$ cat src/rtl/serial_subtractor.sv
// Bit-serial subtractor: computes a - b one bit per clock, LSB first, with a start/busy/done handshake.
// Optional signed-overflow output enabled by defining SERIAL_SUB_OVF_EN.
module serial_subtractor #(
    parameter int WIDTH = 8
) (
    input  logic             clk,
    input  logic             rst,
    input  logic             start,
    input  logic [WIDTH-1:0] a,
    input  logic [WIDTH-1:0] b,
    output logic             busy,
    output logic             done,
    output logic [WIDTH-1:0] diff,
    output logic             borrow
`ifdef SERIAL_SUB_OVF_EN
    ,
    output logic             ovf
`endif
);

    localparam int CW = $clog2(WIDTH);

    typedef enum logic [1:0] {
        IDLE,
        SHIFT,
        DONE
    } state_t;

    state_t           state;
    logic [WIDTH-1:0] a_sr;
    logic [WIDTH-1:0] b_sr;
    logic [CW-1:0]    cnt;
    logic             bi;

    logic x;
    logic y;
    logic d;
    logic bo;

`ifdef SERIAL_SUB_OVF_EN
    logic a_msb;
    logic b_msb;
`endif

    assign x  = a_sr[0];
    assign y  = b_sr[0];
    assign d  = x ^ y ^ bi;
    assign bo = (~x & y) | (~(x ^ y) & bi);

    // The minuend register doubles as the result register: each difference bit
    // enters at the MSB as the consumed operand bit leaves at the LSB.
    always_ff @(posedge clk) begin
        if (rst) begin
            state  <= IDLE;
            a_sr   <= '0;
            b_sr   <= '0;
            cnt    <= '0;
            bi     <= 1'b0;
            busy   <= 1'b0;
            done   <= 1'b0;
            diff   <= '0;
            borrow <= 1'b0;
`ifdef SERIAL_SUB_OVF_EN
            a_msb  <= 1'b0;
            b_msb  <= 1'b0;
            ovf    <= 1'b0;
`endif
        end else begin
            case (state)
                IDLE, DONE: begin
                    done <= 1'b0;
                    if (start) begin
                        a_sr  <= a;
                        b_sr  <= b;
                        cnt   <= '0;
                        bi    <= 1'b0;
                        busy  <= 1'b1;
                        state <= SHIFT;
`ifdef SERIAL_SUB_OVF_EN
                        a_msb <= a[WIDTH-1];
                        b_msb <= b[WIDTH-1];
`endif
                    end else begin
                        state <= IDLE;
                    end
                end
                SHIFT: begin
                    a_sr <= {d, a_sr[WIDTH-1:1]};
                    b_sr <= {1'b0, b_sr[WIDTH-1:1]};
                    bi   <= bo;
                    cnt  <= cnt + CW'(1);
                    if (cnt == CW'(WIDTH - 1)) begin
                        diff   <= {d, a_sr[WIDTH-1:1]};
                        borrow <= bo;
                        busy   <= 1'b0;
                        done   <= 1'b1;
                        state  <= DONE;
`ifdef SERIAL_SUB_OVF_EN
                        ovf    <= (a_msb != b_msb) && (d != a_msb);
`endif
                    end
                end
                default: begin
                    state <= IDLE;
                    busy  <= 1'b0;
                    done  <= 1'b0;
                end
            endcase
        end
    end

endmodule

$ cat config.mk
export PLATFORM = sky130hd
export DESIGN_NAME = serial_subtractor
export DESIGN_NICKNAME = d
export VERILOG_FILES = /design/src/rtl/serial_subtractor.sv
export SDC_FILE = /design/constraint.sdc
export NUM_CORES = 1
export LEC_CHECK = 0
export ABC_AREA = 1
export BUFFER_PORTS_ARGS = -buffer_cell sky130_fd_sc_hd__buf_2
export CAP_MARGIN = 20
export CORE_MARGIN = 2
export CORE_UTILIZATION = 30
export DETAILED_ROUTE_END_ITERATION = 7
export REMOVE_ABC_BUFFERS = 1
export SYNTH_ARGS = -nofsm -noshare
export SYNTH_HDL_FRONTEND = slang
export SYNTH_SLANG_ARGS = --single-unit
$ cat constraint.sdc
create_clock -name clk -period 2 [get_ports clk]
set_clock_uncertainty 0.05 [all_clocks]
set_input_delay 0.3 -clock clk [delete_from_list [all_inputs] [get_ports clk]]
set_output_delay 0.3 -clock clk [all_outputs]
set_load 0.02 [all_outputs]
==> impl_metrics.json, run 1 <==
{
  "yosysTopAreaCell": "dfxtp_1",
  "drive_above_1_share_pct": 15.8,
  "synthTopCellsByArea": "dfxtp_1 (40%), nand2_1 (13%), inv_1 (11%), nand3_1 (10%), nor2_1 (7.6%)",
  "crit_required_ps": 2160,
  "synth.avg_cell_area_um2": 6.56,
  "ys_ff_latch": 33,
  "synth-seq-area-share_pct": 40.5,
  "slowest_stage": "dfxtp_1",
  "p_seq_share_pct": 49.6,
  "first_iter_violations": 77,
  "drc": 0,
  "insertion_delay_ps": 290,
  "clkTransAtPathRegs_ps": 60,
  "fin_util_pct": 36.7,
  "dp_hpwl_mm": 2.40,
  "worst_slew_margin_rel_pct": 67.9,
  "path_class": "reg -> reg",
  "start_util_pct": 31.6,
  "yosysWarningCount": 0,
  "clock_sinks": 33,
  "row_count": 26,
  "die_x_um": 77.8,
  "endpoint_kind": "register",
  "cts_buffers": 5,
  "cts_setup_buffers": 0,
  "leakage_nw": 1.02,
  "syn_inst": 249,
  "worstPathArrival_ps": 1660,
  "cap_violations": 0,
  "wire_per_inst_um": 10.1,
  "final_common_cell": "nand2_1",
  "fmax_mhz": 668,
  "viasPerCell": 4.31,
  "ant_nets": 0,
  "cp-start-kind": "register",
  "nFillCells": 581,
  "grt_pass1_wl_mm": 6.20,
  "cpMostUsedCell": "ha_1",
  "hold_buffers": 0,
  "wl_met1_mm": 1.60,
  "syn2layout_area_growth_pct": 16.4,
  "timing.critical_path.buf_inv": 1,
  "synth.distinct_cells": 20,
  "final-setup-viol-count": 0,
  "multi_input_area_um2": 713,
  "p_comb_share_pct": 16.8,
  "antenna_found_initial": 0,
  "status": "finished, final reports clean",
  "path_delay_family": "adder cells",
  "htree_levels": 2,
  "post_cts_resize_count": 0,
  "ctsRootBufferMaster": "clkbuf_8",
  "nNetsFinal": 299,
  "maxUsedRoutingLayer": "met4",
  "insertedDiodeCount": 0,
  "dr.pass1.iters": 4,
  "crit_chain": "ha_1 > ha_1 > inv_1 > nor2_1 > nand2_1 > o21ai_0",
  "power.total_mw": 1.44,
  "seqCellArea_um2": 661,
  "finalHoldViolCount": 0,
  "clock_path_buffers": 2,
  "dr_wl_met2_mm": 1.70,
  "grt_max_degree": 34,
  "min_period_ps": 1500,
  "overflow": 0,
  "grt_setup_unrepaired": "false",
  "cellPowerDensity_nw_per_um2": 757,
  "netSwitchingPower_uw": 402,
  "die_area_um2": 6050,
  "syn_area_um2": 1630,
  "cts_tree": "yes",
  "die_y_um": 77.8,
  "core_area_um2": 5170,
  "vias": 1499,
  "globalplace.congestion": 0.763,
  "setup_tns_ps": 0,
  "finalCritPeriodShare_pct": 74.8,
  "hp-class": "in -> reg",
  "clkPwrFrac_pct": 33.6,
  "max-vdd-ir-drop_uv": 251,
  "worstMarginPinSlew_ps": 480,
  "cp_max_fo": 6,
  "first_global_vias": 1448,
  "synthDominantCellAreaShare_pct": 40.5,
  "port-buffer-count": 29,
  "switching_share_pct": 27.9,
  "wl_mm": 3.51,
  "met3_length_um": 149,
  "ios": 30,
  "max_stage_delay_ps": 350,
  "drv_slew": 0,
  "grt_usage_pct": 13.0,
  "layout_common_cells": "nand2_1 (56), inv_1 (47), nand3_1 (34)",
  "p_int_mw": 1.04
}
power groups by stage:
stage	registers [mW]	logic (mW)	clock network, mW
after floorplan	0.734	0.162	0
after global placement	0.728	0.240	0
after detailed placement	0.729	0.242	0
after CTS	0.714	0.244	0.502
after global routing	0.719	0.286	0.528
final	0.714	0.242	0.483
sequential cells by signal (all words and copies together), names as in the netlist:
name / cells
b_sr: 8
cnt: 3
busy: 1
a_sr: 8
bi: 1
borrow: 1
state: 2
diff: 8
done: 1
final cells by class:
type | instances | area share [%]
multi-input combinational | 155 | 37.5
sequential | 33 | 34.8
inverter | 49 | 9.68
timing repair buffer | 33 | 9.22
tap | 70 | 4.61
clock buffer | 8 | 4.21
per-layer routing:
metal | up-vias | global-route usage, %
li1 | 809 | -
met1 | 658 | 15.4
met2 | 27 | 21.4
met3 | 5 | 3.26
met4 | 0 | 7.32
met5 | - | 0
cell families after synthesis:
logic type / share of synthesized area (%)
adder cells (fa/ha/maj): 2.76
AO/OA/AOI/OAI: 3.45
AND/OR/NAND/NOR: 37.5
flip-flops: 40.5
buffers and inverters: 15.9
synthesized netlist by cell type:
cell,number
buf_6,1
ha_1,2
nor2_4,1
nor2_1,33
a21oi_1,4
buf_1,1
nand2_4,1
fa_1,1
o22ai_1,1
nand2_2,2
o21ai_0,6
buf_4,4
inv_2,2
dfxtp_1,33
buf_2,6
inv_1,47
nand3_1,34
nor3_1,13
nand3b_1,1
nand2_1,56
stage by stage:
| stage | area [um^2] | hold WS [ps] | setup slack (ps) | std cells |
|---|---|---|---|---|
| 3_5_place_dp | 1820 | 405 | 500 | 340 |
| 5_1_grt | 1900 | 153 | 298 | 348 |
| 2_1_floorplan | 1560 | 319 | 428 | 237 |
| 4_1_cts | 1900 | 146 | 483 | 348 |
| 3_3_place_gp | 1820 | 400 | 522 | 340 |
| 6_report | 1900 | 152 | 503 | 348 |
worst paths after layout:
check,cells past startpoint,from,to,slack (ps)
worst max-delay path,6,cnt[0],borrow,500
worst min-delay path,2,rst,b_sr[7],150
worst max register to register,6,cnt[0],borrow,500
worst min register to register,1,cnt[0],cnt[0],410
(Power assumes the default switching activity.)
==> run 2, diff against run 1 <==
==> constraint.sdc (replaced) <==
create_clock -name clk -period 1.4 [get_ports clk]
set_clock_uncertainty 0.05 [all_clocks]
set_input_delay 0.21 -clock clk [delete_from_list [all_inputs] [get_ports clk]]
set_output_delay 0.21 -clock clk [all_outputs]
set_load 0.02 [all_outputs]
==> impl_metrics.json, run 2 (synthesis gave the netlist of run 1 again) <==
{
  "hp-class": "in -> reg",
  "insertion_delay_ps": 280,
  "cap_violations": 0,
  "crit_required_ps": 1560,
  "path_class": "reg -> reg",
  "die_area_um2": 6050,
  "whs_path_depth": 2,
  "row_count": 26,
  "final_cells": 352,
  "viasPerCell": 4.34,
  "first_global_vias": 1456,
  "min_period_ps": 1290,
  "endpoint_kind": "register",
  "vias": 1527,
  "clock_path_buffers": 2,
  "ant_nets": 0,
  "overflow": 0,
  "leakage_nw": 1.05,
  "grt_usage_pct": 13.2,
  "finalCritPeriodShare_pct": 91.9,
  "clock_sinks": 33,
  "fin_hold_ws_ps": 65.7,
  "worstHoldStart": "rst",
  "clkTransAtPathRegs_ps": 70,
  "htree_levels": 2,
  "wl_mm": 3.57,
  "final-setup-viol-count": 0,
  "met3_length_um": 148,
  "dr.pass1.iters": 4,
  "cp-start-kind": "register",
  "first_iter_violations": 98,
  "start_util_pct": 31.6,
  "wire_per_inst_um": 10.1,
  "syn2layout_area_growth_pct": 20.2,
  "ios": 30,
  "nNetsFinal": 303,
  "grt_max_degree": 34,
  "worstMarginPinSlew_ps": 265,
  "cts_tree": "yes",
  "drv_slew": 0,
  "reg.largest.list": "a_sr (8), b_sr (8), diff (8)",
  "cp_max_fo": 3,
  "die_y_um": 77.8,
  "cts_buffers": 5,
  "final_common_cell": "nand2_1",
  "core_area_um2": 5170,
  "power.total_mw": 2.07,
  "cp-startpoint": "cnt[0]",
  "insertedDiodeCount": 0,
  "nFillCells": 589,
  "r2r_start": "cnt[0]",
  "hold_buffers": 0,
  "status": "finished, final reports clean",
  "worstPathArrival_ps": 1450,
  "dp.cells": 344,
  "r2r_setup_slack_ps": 110,
  "port-buffer-count": 29,
  "die_x_um": 77.8,
  "cellPowerDensity_nw_per_um2": 1050,
  "grt_setup_unrepaired": "true",
  "wl_met1_mm": 1.67,
  "dp_hpwl_mm": 2.44,
  "antenna_found_initial": 0,
  "rr_worst_depth": 6,
  "ctsRootBufferMaster": "clkbuf_8",
  "layout_common_cells": "nand2_1 (56), inv_1 (46), nand3_1 (34)",
  "globalplace.congestion": 0.820,
  "fmax_mhz": 777,
  "worst_slew_margin_rel_pct": 82.3,
  "drive_above_1_share_pct": 18.8,
  "drc": 0,
  "dr_wl_met2_mm": 1.73,
  "finalHoldViolCount": 0,
  "max-vdd-ir-drop_uv": 366,
  "grt_pass1_wl_mm": 6.35,
  "setup_tns_ps": 0,
  "maxUsedRoutingLayer": "met4",
  "fin_util_pct": 37.9
}
-- run 2: cell count changes in the layout (fill, tap and decap cells not counted) --
cell and delta:
dfxtp_1 -3, nor2_2 +1, inv_2 +1, buf_12 +2, buf_4 +2, nor2_1 -1
inv_1 -1, dfxtp_2 +3
-- run 2: through the flow --
| stage | worst slack (ps) | area, um^2 |
|---|---|---|
| 2_1_floorplan | -172 | 1560 |
| 3_3_place_gp | 101 | 1880 |
| 3_5_place_dp | 44.5 | 1880 |
| 4_1_cts | 31.4 | 1960 |
| 5_1_grt | -42.8 | 1960 |
| 6_report | 113 | 1960 |
-- run 2: per-layer routing --
layer	global-route usage [%]	vias to the layer above
met5	0	-
met4	4.64	0
met3	4.30	2
met2	22.0	20
met1	15.8	687
li1	-	818
-- run 2: final cells by class --
cell class / count / area (um^2) / share of cell area [%]
clock buffer: 8 / 80.1 / 4.08
multi-input combinational: 155 / 716 / 36.5
inverter: 49 / 184 / 9.37
sequential: 33 / 664 / 33.9
timing repair buffer: 37 / 230 / 11.7
tap: 70 / 87.6 / 4.46
-- run 2: final timing paths --
path	to
min reg2reg	cnt[0]
max reg2reg	diff[7]
min	state[0]
max	diff[7]
-- run 2: timing repair --
item                                   in CTS  in global routing
resized for setup                           0                  5
setup endpoints to repair                   0                  3
setup buffers                               0                  0
endpoints found under the hold margin       0                  0
-- run 2: report_power, final --
part | total [mW] | switching [mW] | leakage (nW) | internal (mW)
clock network | 0.684 | 0.331 | 0.0395 | 0.353
registers | 1.02 | 0.0208 | 0.272 | 1.00
logic | 0.361 | 0.217 | 0.737 | 0.144
total | 2.07 | 0.568 | 1.05 | 1.50
-- run 2: worst max-delay path: stages, from the launching register on --
cell and delay, ps:
dfxtp_1 350, ha_1 150, ha_1 190, inv_1 90, nor2_2 130, nand2_1 110
o21ai_0 150
==> run 3, diff against run 2 <==
--- a/config.mk
+++ b/config.mk
@@ -8,10 +8,12 @@
 export ABC_AREA = 1
 export BUFFER_PORTS_ARGS = -buffer_cell sky130_fd_sc_hd__buf_2
 export CAP_MARGIN = 20
+export CORE_ASPECT_RATIO = 1.75
 export CORE_MARGIN = 2
 export CORE_UTILIZATION = 30
 export DETAILED_ROUTE_END_ITERATION = 7
 export REMOVE_ABC_BUFFERS = 1
+export SKIP_CTS_REPAIR_TIMING = 1
 export SYNTH_ARGS = -nofsm -noshare
 export SYNTH_HDL_FRONTEND = slang
 export SYNTH_SLANG_ARGS = --single-unit
==> impl_metrics.json, run 3 (synthesis gave the netlist of run 1 again) <==
{
  "die_area_um2": 6070,
  "ant_nets": 0,
  "power.total_mw": 2.11,
  "first_iter_violations": 37,
  "switching_share_pct": 27.3,
  "htree_levels": 2,
  "grt_usage_pct": 13.1,
  "max-vdd-ir-drop_uv": 496,
  "place_area_um2": 1870,
  "row_count": 35,
  "worst_slew_margin_rel_pct": 83.3,
  "timing.critical_path.buf_inv": 3,
  "p_seq_share_pct": 48.3,
  "hp-class": "in -> reg",
  "drc": 0,
  "grt_pass1_wl_mm": 6.05,
  "wl_mm": 3.61,
  "p_int_mw": 1.54,
  "worstMarginPinSlew_ps": 249,
  "path_class": "reg -> reg",
  "crit_chain": "inv_2 > fa_1 > inv_1 > nand3_1 > nand2_1 > inv_1 > nand2_1 > nor2_1",
  "finalHoldViolCount": 0,
  "final_cells": 339,
  "overflow": 0,
  "insertedDiodeCount": 0,
  "final_common_cell": "nand2_1",
  "clkTransAtPathRegs_ps": 70,
  "status": "finished, final reports clean",
  "finalCritPeriodShare_pct": 91.8,
  "ios": 30,
  "final_cell_area_um2": 1960,
  "path_delay_family": "adder cells",
  "min_period_ps": 1290,
  "leakage_nw": 1.06,
  "vias": 1508,
  "wire_per_inst_um": 10.7,
  "insertion_delay_ps": 280,
  "antenna_found_initial": 0,
  "slowest_stage": "fa_1",
  "multi_input_area_um2": 718,
  "cap_violations": 0,
  "cts_buffers": 5,
  "nFillCells": 585,
  "ctsRootBufferMaster": "clkbuf_8",
  "dp.cells": 332,
  "dp_hpwl_mm": 2.68,
  "max_stage_delay_ps": 490,
  "netSwitchingPower_uw": 576,
  "drv_slew": 0,
  "start_util_pct": 31.1,
  "final-setup-viol-count": 0,
  "worstPathArrival_ps": 1460,
  "fin_hold_ws_ps": 66.5,
  "clock_path_buffers": 2,
  "reg.largest.list": "a_sr (8), b_sr (8), diff (8)",
  "layout_common_cells": "nand2_1 (56), inv_1 (46), nand3_1 (34)",
  "cts_tree": "yes",
  "die_x_um": 59.8,
  "drive_above_1_share_pct": 20.1,
  "clkPwrFrac_pct": 34.3,
  "syn2layout_area_growth_pct": 20.1,
  "dr.pass1.iters": 4,
  "core_area_um2": 5260,
  "p_comb_share_pct": 17.4,
  "cp-start-kind": "register",
  "first_global_vias": 1400,
  "cellPowerDensity_nw_per_um2": 1080,
  "viasPerCell": 4.45,
  "grt_max_degree": 34,
  "seqCellArea_um2": 663,
  "cp_max_fo": 2,
  "fmax_mhz": 778,
  "crit_required_ps": 1570,
  "globalplace.congestion": 0.736,
  "port-buffer-count": 29,
  "clock_sinks": 33,
  "die_y_um": 102,
  "nNetsFinal": 306,
  "endpoint_kind": "register"
}
## run 3: final cells by class
type                       count  area share (%)
multi-input combinational    155            36.6
tap                           55            3.51
inverter                      49            9.38
clock buffer                   7            4.40
sequential                    33            33.8
timing repair buffer          40            12.3
## run 3: worst paths after layout
kind,start,end,slack (ps),depth (start not counted)
setup reg to reg,bi,a_sr[7],110,8
hold / removal,rst,state[0],70,2
setup / recovery,bi,a_sr[7],110,8
hold reg to reg,cnt[0],cnt[0],410,1
## run 3: worst register-to-register path: cells and delay by family (launching register included)
kind	cells	cell delay, ps
buffers and inverters	3	140
adder cells (fa/ha/maj)	1	490
AND/OR/NAND/NOR	4	240
flip-flops	1	330
## run 3: power groups by stage
stage                     registers (mW)  logic (mW)  clock network (mW)
after floorplan                     1.05       0.232                   0
after detailed placement            1.04       0.370                   0
final                               1.02       0.367               0.725
after global placement              1.04       0.367                   0
after CTS                           1.02       0.373               0.744
after global routing                1.03       0.423               0.772
## run 3: metrics by stage
step | utilization, % | setup WS, ps | setup TNS (ps)
after floorplan | - | -172 | -3050
after CTS | 37.2 | 78.5 | 0
final | 37.3 | 115 | 0
after global routing | 37.3 | -0.135 | -0.135
after detailed placement | 35.5 | 99.6 | 0
after global placement | 35.5 | 107 | 0
## run 3: layer usage
layer / share of wire [%] / GRT usage [%]
met3: 3.3 / 2.81
met2: 53 / 24.0
met4: 2.1 / 5.13
met1: 41 / 14.0
met5: 0 / 0
